## config.mk

```make
export PLATFORM = sky130hd
export DESIGN_NAME = llc_line_adaptor
export DESIGN_NICKNAME = d
export VERILOG_FILES = /design/src/rtl/llc_line_adaptor_pkg.sv /design/src/rtl/llc_line_adaptor_beat_buffer.sv /design/src/rtl/llc_line_adaptor.sv
export SDC_FILE = /design/constraint.sdc
export NUM_CORES = 1
export LEC_CHECK = 0
export CAP_MARGIN = 20
export CORE_AREA = 5 5 277 279
export CTS_CLUSTER_DIAMETER = 80
export DETAILED_ROUTE_END_ITERATION = 10
export DIE_AREA = 0 0 282 284
export PLACE_DENSITY = 0.67
export SKIP_CTS_REPAIR_TIMING = 1
export SLEW_MARGIN = 40
export SYNTH_ARGS = -nofsm -noshare
export SYNTH_HDL_FRONTEND = slang
export SYNTH_SLANG_ARGS = --single-unit
```

## constraint.sdc

```tcl
create_clock -name clk -period 4.17 [get_ports clk]
set_input_delay 1.0425 -clock clk [delete_from_list [all_inputs] [get_ports clk]]
set_output_delay 1.0425 -clock clk [all_outputs]
set_load 0.03 [all_outputs]
```

## src/rtl/llc_line_adaptor_pkg.sv

```systemverilog
// rtl/llc_line_adaptor_pkg.sv - shared types for the cache line to memory burst adaptor
package llc_line_adaptor_pkg;

  typedef enum logic [2:0] {
    IDLE,
    RD,
    RD_DONE,
    WR,
    WR_DONE
  } state_t;

  localparam int LLC_BEATS = 4;

endpackage

```

## src/rtl/llc_line_adaptor_beat_buffer.sv

```systemverilog
// rtl/llc_line_adaptor_beat_buffer.sv - line register with whole-line load, per-beat write and per-beat read mux
module llc_line_adaptor_beat_buffer #(
  parameter int LINE_W = 256,
  parameter int BEAT_W = 64,
  parameter int CNT_W  = 2
) (
  input  logic              clk,
  input  logic              rst,
  input  logic              load_en,
  input  logic [LINE_W-1:0] load_line,
  input  logic              beat_en,
  input  logic [CNT_W-1:0]  beat_idx,
  input  logic [BEAT_W-1:0] beat_data,
  output logic [LINE_W-1:0] line,
  output logic [BEAT_W-1:0] beat
);

  logic [LINE_W-1:0] line_q;

  // A whole-line load only happens in IDLE and beat writes only in RD, so priority never matters.
  always_ff @(posedge clk or negedge rst) begin
    if (!rst) begin
      line_q <= '0;
    end else if (load_en) begin
      line_q <= load_line;
    end else if (beat_en) begin
      line_q[beat_idx*BEAT_W +: BEAT_W] <= beat_data;
    end
  end

  assign line = line_q;
  assign beat = line_q[beat_idx*BEAT_W +: BEAT_W];

endmodule

```

## src/rtl/llc_line_adaptor.sv

```systemverilog
// rtl/llc_line_adaptor.sv - converts one cache line read/write into a fixed beat burst; LLC_ADAPTOR_RD_BYPASS_EN completes reads on the final beat
module llc_line_adaptor
  import llc_line_adaptor_pkg::*;
#(
  parameter int LINE_W = 256,
  parameter int BEAT_W = 64,
  parameter int ADDR_W = 32
) (
  input  logic              clk,
  input  logic              rst,
  input  logic              read_i,
  input  logic              write_i,
  input  logic [ADDR_W-1:0] address_i,
  input  logic [LINE_W-1:0] line_i,
  output logic [LINE_W-1:0] line_o,
  output logic              resp_o,
  output logic              read_o,
  output logic              write_o,
  output logic [ADDR_W-1:0] address_o,
  output logic [BEAT_W-1:0] burst_o,
  input  logic [BEAT_W-1:0] burst_i,
  input  logic              resp_i
);

  localparam int BEATS = LINE_W / BEAT_W;
  localparam int CNT_W = $clog2(BEATS);
  localparam int OFF_W = $clog2(LINE_W / 8);

  state_t            state, state_nx;
  logic [CNT_W-1:0]  cnt;
  logic [ADDR_W-1:0] addr_q;
  logic [LINE_W-1:0] buf_line, rd_line_q, rd_fin_line;
  logic [BEAT_W-1:0] buf_beat;
  logic              last_beat, load_en, beat_en, rd_fin;
  logic              addr_unused;

  assign addr_unused = ^address_i[OFF_W-1:0];
  assign last_beat   = resp_i && (cnt == CNT_W'(BEATS - 1));
  assign beat_en     = (state == RD) && resp_i;
  assign rd_fin_line = {burst_i, buf_line[LINE_W-BEAT_W-1:0]};

  llc_line_adaptor_beat_buffer #(
    .LINE_W(LINE_W),
    .BEAT_W(BEAT_W),
    .CNT_W (CNT_W)
  ) u_buffer (
    .clk      (clk),
    .rst      (rst),
    .load_en  (load_en),
    .load_line(line_i),
    .beat_en  (beat_en),
    .beat_idx (cnt),
    .beat_data(burst_i),
    .line     (buf_line),
    .beat     (buf_beat)
  );

  always_ff @(posedge clk or negedge rst) begin
    if (!rst) begin
      state     <= IDLE;
      cnt       <= '0;
      addr_q    <= '0;
      rd_line_q <= '0;
    end else begin
      state <= state_nx;
      if (state == IDLE && (read_i || write_i)) begin
        addr_q <= {address_i[ADDR_W-1:OFF_W], {OFF_W{1'b0}}};
      end
      if ((state == RD || state == WR) && resp_i) begin
        cnt <= last_beat ? '0 : cnt + 1'b1;
      end
      // Captured whole on the final beat so line_o never exposes a partially filled line.
      if (rd_fin) begin
        rd_line_q <= rd_fin_line;
      end
    end
  end

  always_comb begin
    state_nx  = state;
    load_en   = 1'b0;
    rd_fin    = 1'b0;
    resp_o    = 1'b0;
    read_o    = 1'b0;
    write_o   = 1'b0;
    address_o = '0;
    burst_o   = '0;
    case (state)
      IDLE: begin
        if (write_i) begin
          load_en  = 1'b1;
          state_nx = WR;
        end else if (read_i) begin
          state_nx = RD;
        end
      end
      RD: begin
        read_o    = 1'b1;
        address_o = addr_q;
        if (last_beat) begin
          rd_fin = 1'b1;
`ifdef LLC_ADAPTOR_RD_BYPASS_EN
          resp_o   = 1'b1;
          state_nx = IDLE;
`else
          state_nx = RD_DONE;
`endif
        end
      end
      RD_DONE: begin
        resp_o   = 1'b1;
        state_nx = IDLE;
      end
      WR: begin
        write_o   = 1'b1;
        address_o = addr_q;
        burst_o   = buf_beat;
        if (last_beat) begin
          state_nx = WR_DONE;
        end
      end
      WR_DONE: begin
        resp_o   = 1'b1;
        state_nx = IDLE;
      end
      default: state_nx = IDLE;
    endcase
  end

`ifdef LLC_ADAPTOR_RD_BYPASS_EN
  assign line_o = rd_fin ? rd_fin_line : rd_line_q;
`else
  assign line_o = rd_line_q;
`endif

endmodule
```

==> metrics.md, run 1 <==
| Metric | Value |
|---|---|
| Fin. max-slew vios | 0 |
| Fmax | 255.1 MHz |
| Total GRT Usage | 22.13% |
| Cell area after layout | 0.03532 sq mm |
| Area growth syn-to-layout | 40.73% |
| Drt total wl | 92.54 mm |
| Number of flops mapped to enable cells by yosys | 0 |
| Effective utilization at floorplan | 33.94% |
| Met3 routed wirelength | 7.511 mm |
| Initial DRC Count | 1,775 |
| Die Y | around 280 um |
| Post-synthesis cell type count | 37 |
| Period utilisation layout | 94.00% |
| Fillers | 6,440 |
| Largest net degree at the start of global routing | roughly 180 |
| Worst-path clk slew | 0.06 ns |
| H-tree levels | 2 |
| Dominant synthesized flop cell | dfrtp_1 |
| First-pass GRT wire length | 136.5 mm |
| Proportion of synthesized chip area in sequential cells | 54.24% |
| CP Capture Type | output port |
| Worst min-delay path class | input pin to asynchronous set/reset pin |
| Final nets | between 2,000 and 3,000 |
| Clock Sink Count | 544 |
| CTS tree | done |
| Unrepaired setup endpoints after global routing | false |
| HPWL after DPL | 64.61 mm |
| Hold Fails Final Rpt | 0 |
| MaxCap Viol Count | 0 |
| Worst-path cell chain | buf_4 > mux4_2 > and3_1 > clkdlybuf4s50_1 |
| Final Worst Setup Slack | between 0.2 and 0.3 ns |
| Clk_lat worst skew | about 0.60 ns |
| Highest metal used | met5 |
| Clock skew | 0.01369 ns |
| Status | completed |
| Metal-1 WL | 34.89 mm |
| Yosys warnings | 0 |
| Wire per inst | 25.52 um |
| Post-synth top cells | 544 x dfrtp_1, 240 x mux2_4, 218 x a22oi_1 |
| I/O Pins | 712 |
| Number of routed nets with antenna violations | 0 |
| Pwr Density | 842.0 mW/mm^2 |
| Peak supply drop | between 0.4 and 0.5 mV |
| Post-Synthesis Cells | 1,941 |
| Dpl ws | 0.6562 ns |
| Cell Rows | 100 |
| Router iterations before antenna repair | 6 |
| Die ar. | between 0.08 and 0.09 sq mm |
| Drt drc | 0 |
| Share of cells above drive strength 1 | between 20% and 30% |
| Vias in the first global route | 21,130 |
| Top cells by area, synth | dfrtp_1 54%, mux2_4 14%, a22oi_1 6.5% |
| Synth area leader | dfrtp_1 |
| Top-count cell post-synth | dfrtp_1 |
| Post-synthesis register bit count | around 540 |
| Root Buffer | clkbuf_16 |
| Slew HR | 36.34% |
| Die X | 282 um |
| Leak pwr | 15.54 nW |
| Initial antenna violation count | 14 |
| WL met2 | 45.82 mm |
| Vias per cell | 5.451 |
| Vias | between 15,000 and 20,000 |
| Post-DP Area | 0.03329 sq mm |
| Startpoint Class | register |
| Fin crit period | 3.920 ns |
| Syn_area_per_cell | 12.93 sq um |
| Worst path max stage delay | around 0.72 ns |
| Req. time, crit path | 3.13 ns |
| Critical path fanouts, max | 38 |
| Core Area | approximately 0.074 sq mm |
| Yosys top cell area share | 54.24% |
| Critical setup path kind | register to output port |
| CTS buffer count | 59 |
| Slowest cell on crit path | clkdlybuf4s50_1 |
| GP Congestion | 0.9029 |
| Port Buffer Count | ~700 |
| Worst Tran Pin Value | 0.9549 ns |
| Crit path DAT | 2.88 ns |
| Remaining global-route overflow | 0 |
| Final setup fails | 0 |
| CTS Buffer Depth | 3 |
| Post-Syn Area | 0.02510 sq mm |
| Asr flop ratio synth | 100.0% |
## cell usage in the layout (no fill, tap or decap), types with 2 or more instances in the layout
master           count
nor4_4               3
nand2_1             98
clkbuf_16           61
a22oi_1            218
clkdlybuf4s50_1    700
nand3_1              5
conb_1               5
clkinvlp_4           3
a21o_1               2
o21ai_0             91
buf_12              25
dfrtp_1            541
a222oi_1            38
ha_1                 6
nor3_4               2
clkbuf_1            10
clkinv_2            17
dfrtp_4              2
a21oi_1            129
clkinv_4             2
mux4_2              64
and2_1              27
clkbuf_8            12
a21o_4               2
nor2_4               2
inv_1               42
a21oi_4              2
buf_4               41
mux2_2              43
bufinv_16            3
mux2_4             240
nor2_1             132
diode_2             10
and3_1              64
## state kept, by name (all words and copies together), names as in the netlist
| signal | count |
|---|---|
| addr_q | 27 |
| cnt | 2 |
| line_o | 256 |
| state | 3 |
| u_buffer.line | 256 |
## logic make-up (layout without fill, tap and decap cells)
kind of cell	Yosys count	after routing	synth area share, %
AOI/OAI and AO/OA	483	483	12.61
other	1	15	0.01494
xor gates and xnor gates	1	1	0.03490
and+or+nand+nor	342	342	6.406
adders and majority gates	6	6	0.2991
DFF	544	544	54.24
buffers and inverters	217	919	4.367
muxes	347	347	22.03
## worst paths after layout
| check | start | to | slack (ns) | cells past startpoint |
|---|---|---|---|---|
| setup / recovery | cnt[1] | burst_o[19] | 0.25 | 4 |
| min in group clk | u_buffer.line[204] | u_buffer.line[204] | 0.48 | 2 |
| hold / removal | rst | addr_q[29] | 0.31 | 1 |
| hold reg to reg | u_buffer.line[204] | u_buffer.line[204] | 0.48 | 2 |
| max in group asynchronous | rst | u_buffer.line[231] | 2.55 | 3 |
| setup reg to reg | cnt[1] | u_buffer.line[94] | 0.83 | 8 |
## metrics by stage
| step | std cells | utilization, % | TNS (ns) | hold WS [ns] | power [mW] |
|---|---|---|---|---|---|
| finish | 3626 | 47.77 | 0 | 0.3104 | 29.74 |
| CTS | 3612 | 47.67 | -0.04034 | 0.4808 | 29.86 |
| global route | 3624 | 47.76 | 0 | 0.2930 | 31.11 |
| floorplan | 1945 | - | 0 | 0.4448 | 18.21 |
| global placement | 3503 | 45.02 | 0 | 0.4581 | 24.08 |
| detailed placement | 3503 | 45.02 | 0 | 0.4673 | 24.46 |
## worst max-delay path, delay by kind of cell, from the launching register on
kind	cells	cell delay, ns
buffers and inverters	2	1.25
multiplexers	1	0.32
AND/OR/NAND/NOR	1	0.27
flip-flops	1	0.40
## power by group
group          total [mW]  switching [mW]  internal, mW
logic                14.8            7.92          6.90
registers            9.64            1.84          7.79
clock network        5.28            2.21          3.07
total                29.7            12.0          17.8
## layer usage
metal,global-route usage [%],up-vias
li1,-,8429
met1,27.42,10080
met2,37.39,1013
met3,4.821,239
met4,9.376,8
met5,0,-
## cell type report
class	count	area, sq um	area share (%)
Timing Repair Buffer	768	7858	22.25
Sequential cell	544	13620	38.57
Multi-Input combinational cell	1184	10490	29.71
Tap cell	969	1212	3.433
Clock buffer	83	1729	4.896
Clock inverter	26	224.0	0.6341
Inverter	42	157.7	0.4463
Antenna cell	10	25.02	0.07085
No activity file was read; power rests on OpenSTA's default activity.
==> inputs of run 2 (changes only) <==
--- a/config.mk
+++ b/config.mk
@@ -8,6 +8,7 @@
 export CAP_MARGIN = 20
 export CORE_AREA = 5 5 277 279
 export CTS_CLUSTER_DIAMETER = 80
+export CTS_CLUSTER_SIZE = 25
 export DETAILED_ROUTE_END_ITERATION = 10
 export DIE_AREA = 0 0 282 284
 export PLACE_DENSITY = 0.67
==> metrics.md, run 2 (synthesis results as in run 1) <==
| Metric | Value |
|---|---|
| Fin. max-slew vios | 0 (unchanged) |
| Clock skew | 0.02965 ns (+0.01596 ns) |
| Remaining global-route overflow | 0 (unchanged) |
| Req. time, crit path | 3.13 ns (about the same) |
| Worst path max stage delay | 0.72 ns (about the same) |
| Dpl ws | 0.6562 ns (unchanged) |
| Die ar. | 0.08009 sq mm (unchanged) |
| Period utilisation layout | 94.05% (about the same) |
| Area growth syn-to-layout | 36.92% |
| Initial DRC Count | 1,766 (-0.51%) |
| MaxCap Viol Count | 0 (unchanged) |
| GP Congestion | 0.9029 (unchanged) |
| Peak supply drop | 0.4408 mV (+2.5%) |
| Cell Rows | 100 (unchanged) |
| Worst-path cell chain | buf_4 > mux4_2 > and3_1 > clkdlybuf4s50_1 |
| Port Buffer Count | 701 (unchanged) |
| Worst-path clk slew | 0.10 ns (+0.04 ns) |
| HPWL after DPL | 64.61 mm (unchanged) |
| Largest net degree at the start of global routing | 176 (unchanged) |
| I/O Pins | 712 (unchanged) |
| Commonest non-fill, non-tap cell in the layout | clkdlybuf4s50_1 |
| Wire per inst | 25.56 um (+0.14%) |
| Vias | 19,510 (-1.3%) |
| CP Capture Type | output port |
| Effective utilization at floorplan | 33.94% (unchanged) |
| Die Y | 284 um (unchanged) |
| Root Buffer | clkbuf_16 |
| Total GRT Usage | 21.70% (-0.43 points) |
| Setup total negative slack | 0 ns (unchanged) |
| Crit path DAT | 2.88 ns (about the same) |
| Drt total wl | 91.24 mm (-1.4%) |
| Final Worst Setup Slack | 0.2480 ns (-0.002329 ns) |
| Share of cells above drive strength 1 | 18.57% (-1.5 points) |
| Vias in the first global route | 20,760 (-1.8%) |
| CTS buffer count | 30 (-49%) |
| First-pass GRT wire length | 134.4 mm (-1.6%) |
| Vias per cell | 5.464 (+0.23%) |
| Number of routed nets with antenna violations | 0 (unchanged) |
| Family with the most delay on the worst path | buffers and inverters |
| Core Area | 0.07395 sq mm (unchanged) |
| Unrepaired setup endpoints after global routing | false |
| Post-layout utilization of the core | 46.47% (-1.3 points) |
| Fmax | 255.0 MHz (about the same) |
| Worst Tran Pin Value | 0.9354 ns (-0.01947 ns) |
| Final nets | 2,933 (-0.98%) |
| Fin crit period | 3.922 ns (+0.002329 ns) |
| Critical setup path kind | register to output port |
| Router iterations before antenna repair | 6 (unchanged) |
| Worst min-delay path class | input pin to asynchronous set/reset pin |
| Clock Sink Count | 544 (unchanged) |
| Slowest cell on crit path | clkdlybuf4s50_1 |
| Fillers | 6,555 (+1.8%) |
| Final setup fails | 0 (unchanged) |
| CTS tree | done |
| Leading cell types in the layout, fill and taps excluded | 700 x clkdlybuf4s50_1, 541 x dfrtp_1, 240 x mux2_4 |
| CTS Buffer Depth | 3 (unchanged) |
| Hold Fails Final Rpt | 0 (unchanged) |
| Die X | 282 um (unchanged) |
| Drt drc | 0 (unchanged) |
| Buffers plus inverters on the worst setup path | 2 (unchanged) |
| Status | completed |
| Clk_lat worst skew | 0.63 ns (+0.03 ns) |
| Pwr Density | 809.7 mW/mm^2 (-3.8%) |
| Leak pwr | 15.05 nW (-3.2%) |
| Critical path fanouts, max | 38 (unchanged) |
| Startpoint Class | register |
| H-tree levels | 1 (-1) |
| Initial antenna violation count | 15 (+1) |
| Slew HR | 37.64% (+1.3 points) |
run 2: changes by cell type in the layout (fill, tap and decap cells not counted), sizes merged:
cell      delta
bufinv       -3
clkinv      -14
clkinvlp     +1
diode        +1
inv          +4
clkbuf      -45
run 2: final cells by class:
cell class	instances	area (sq um)	share of cell area [%]
antenna	11	27.53	0.08010
clock buffer	38	842.1	2.450
clock inverter	14	151.4	0.4406
inverter	42	157.7	0.4588
multi-input combinational	1184	10490	30.54
sequential	544	13620	39.64
tap	969	1212	3.528
timing repair buffer	768	7858	22.87
run 2: report_power, final:
part | switching (mW) | internal (mW) | leakage (nW)
Clock | 1.93 | 1.49 | 0.476
Sequential | 1.84 | 7.77 | 6.85
Combinational | 7.90 | 6.90 | 7.72
run 2: final timing paths:
| kind | from | endpoint | cells past startpoint | slack, ns |
|---|---|---|---|---|
| worst max register to register | cnt[1] | u_buffer.line[94] | 8 | 0.84 |
| max in group asynchronous | rst | u_buffer.line[231] | 3 | 2.57 |
| min in group clk | u_buffer.line[204] | u_buffer.line[204] | 2 | 0.48 |
| worst min register to register | u_buffer.line[204] | u_buffer.line[204] | 2 | 0.48 |
| worst min-delay path | rst | addr_q[29] | 1 | 0.30 |
| worst max-delay path | cnt[1] | burst_o[19] | 4 | 0.25 |
run 2: stage by stage:
step	cell area [sq um]	hold slack, ns	instances	total power, mW
final	34360	0.2979	3570	27.83
after global routing	34360	0.2738	3567	29.13
after CTS	34290	0.4694	3555	27.95
after detailed placement	33290	0.4673	3503	24.46
after global placement	33290	0.4581	3503	24.08
after floorplan	25110	0.4448	1945	18.21
run 2: metal layers:
metal / GRT usage [%] / up-vias / part of all wire [%]
li1: - / 8350 / -
met1: 27.09 / 9961 / 38
met2: 37.08 / 985 / 50
met3: 4.212 / 202 / 8.1
met4: 8.617 / 8 / 4.1
met5: 0 / - / 0.060
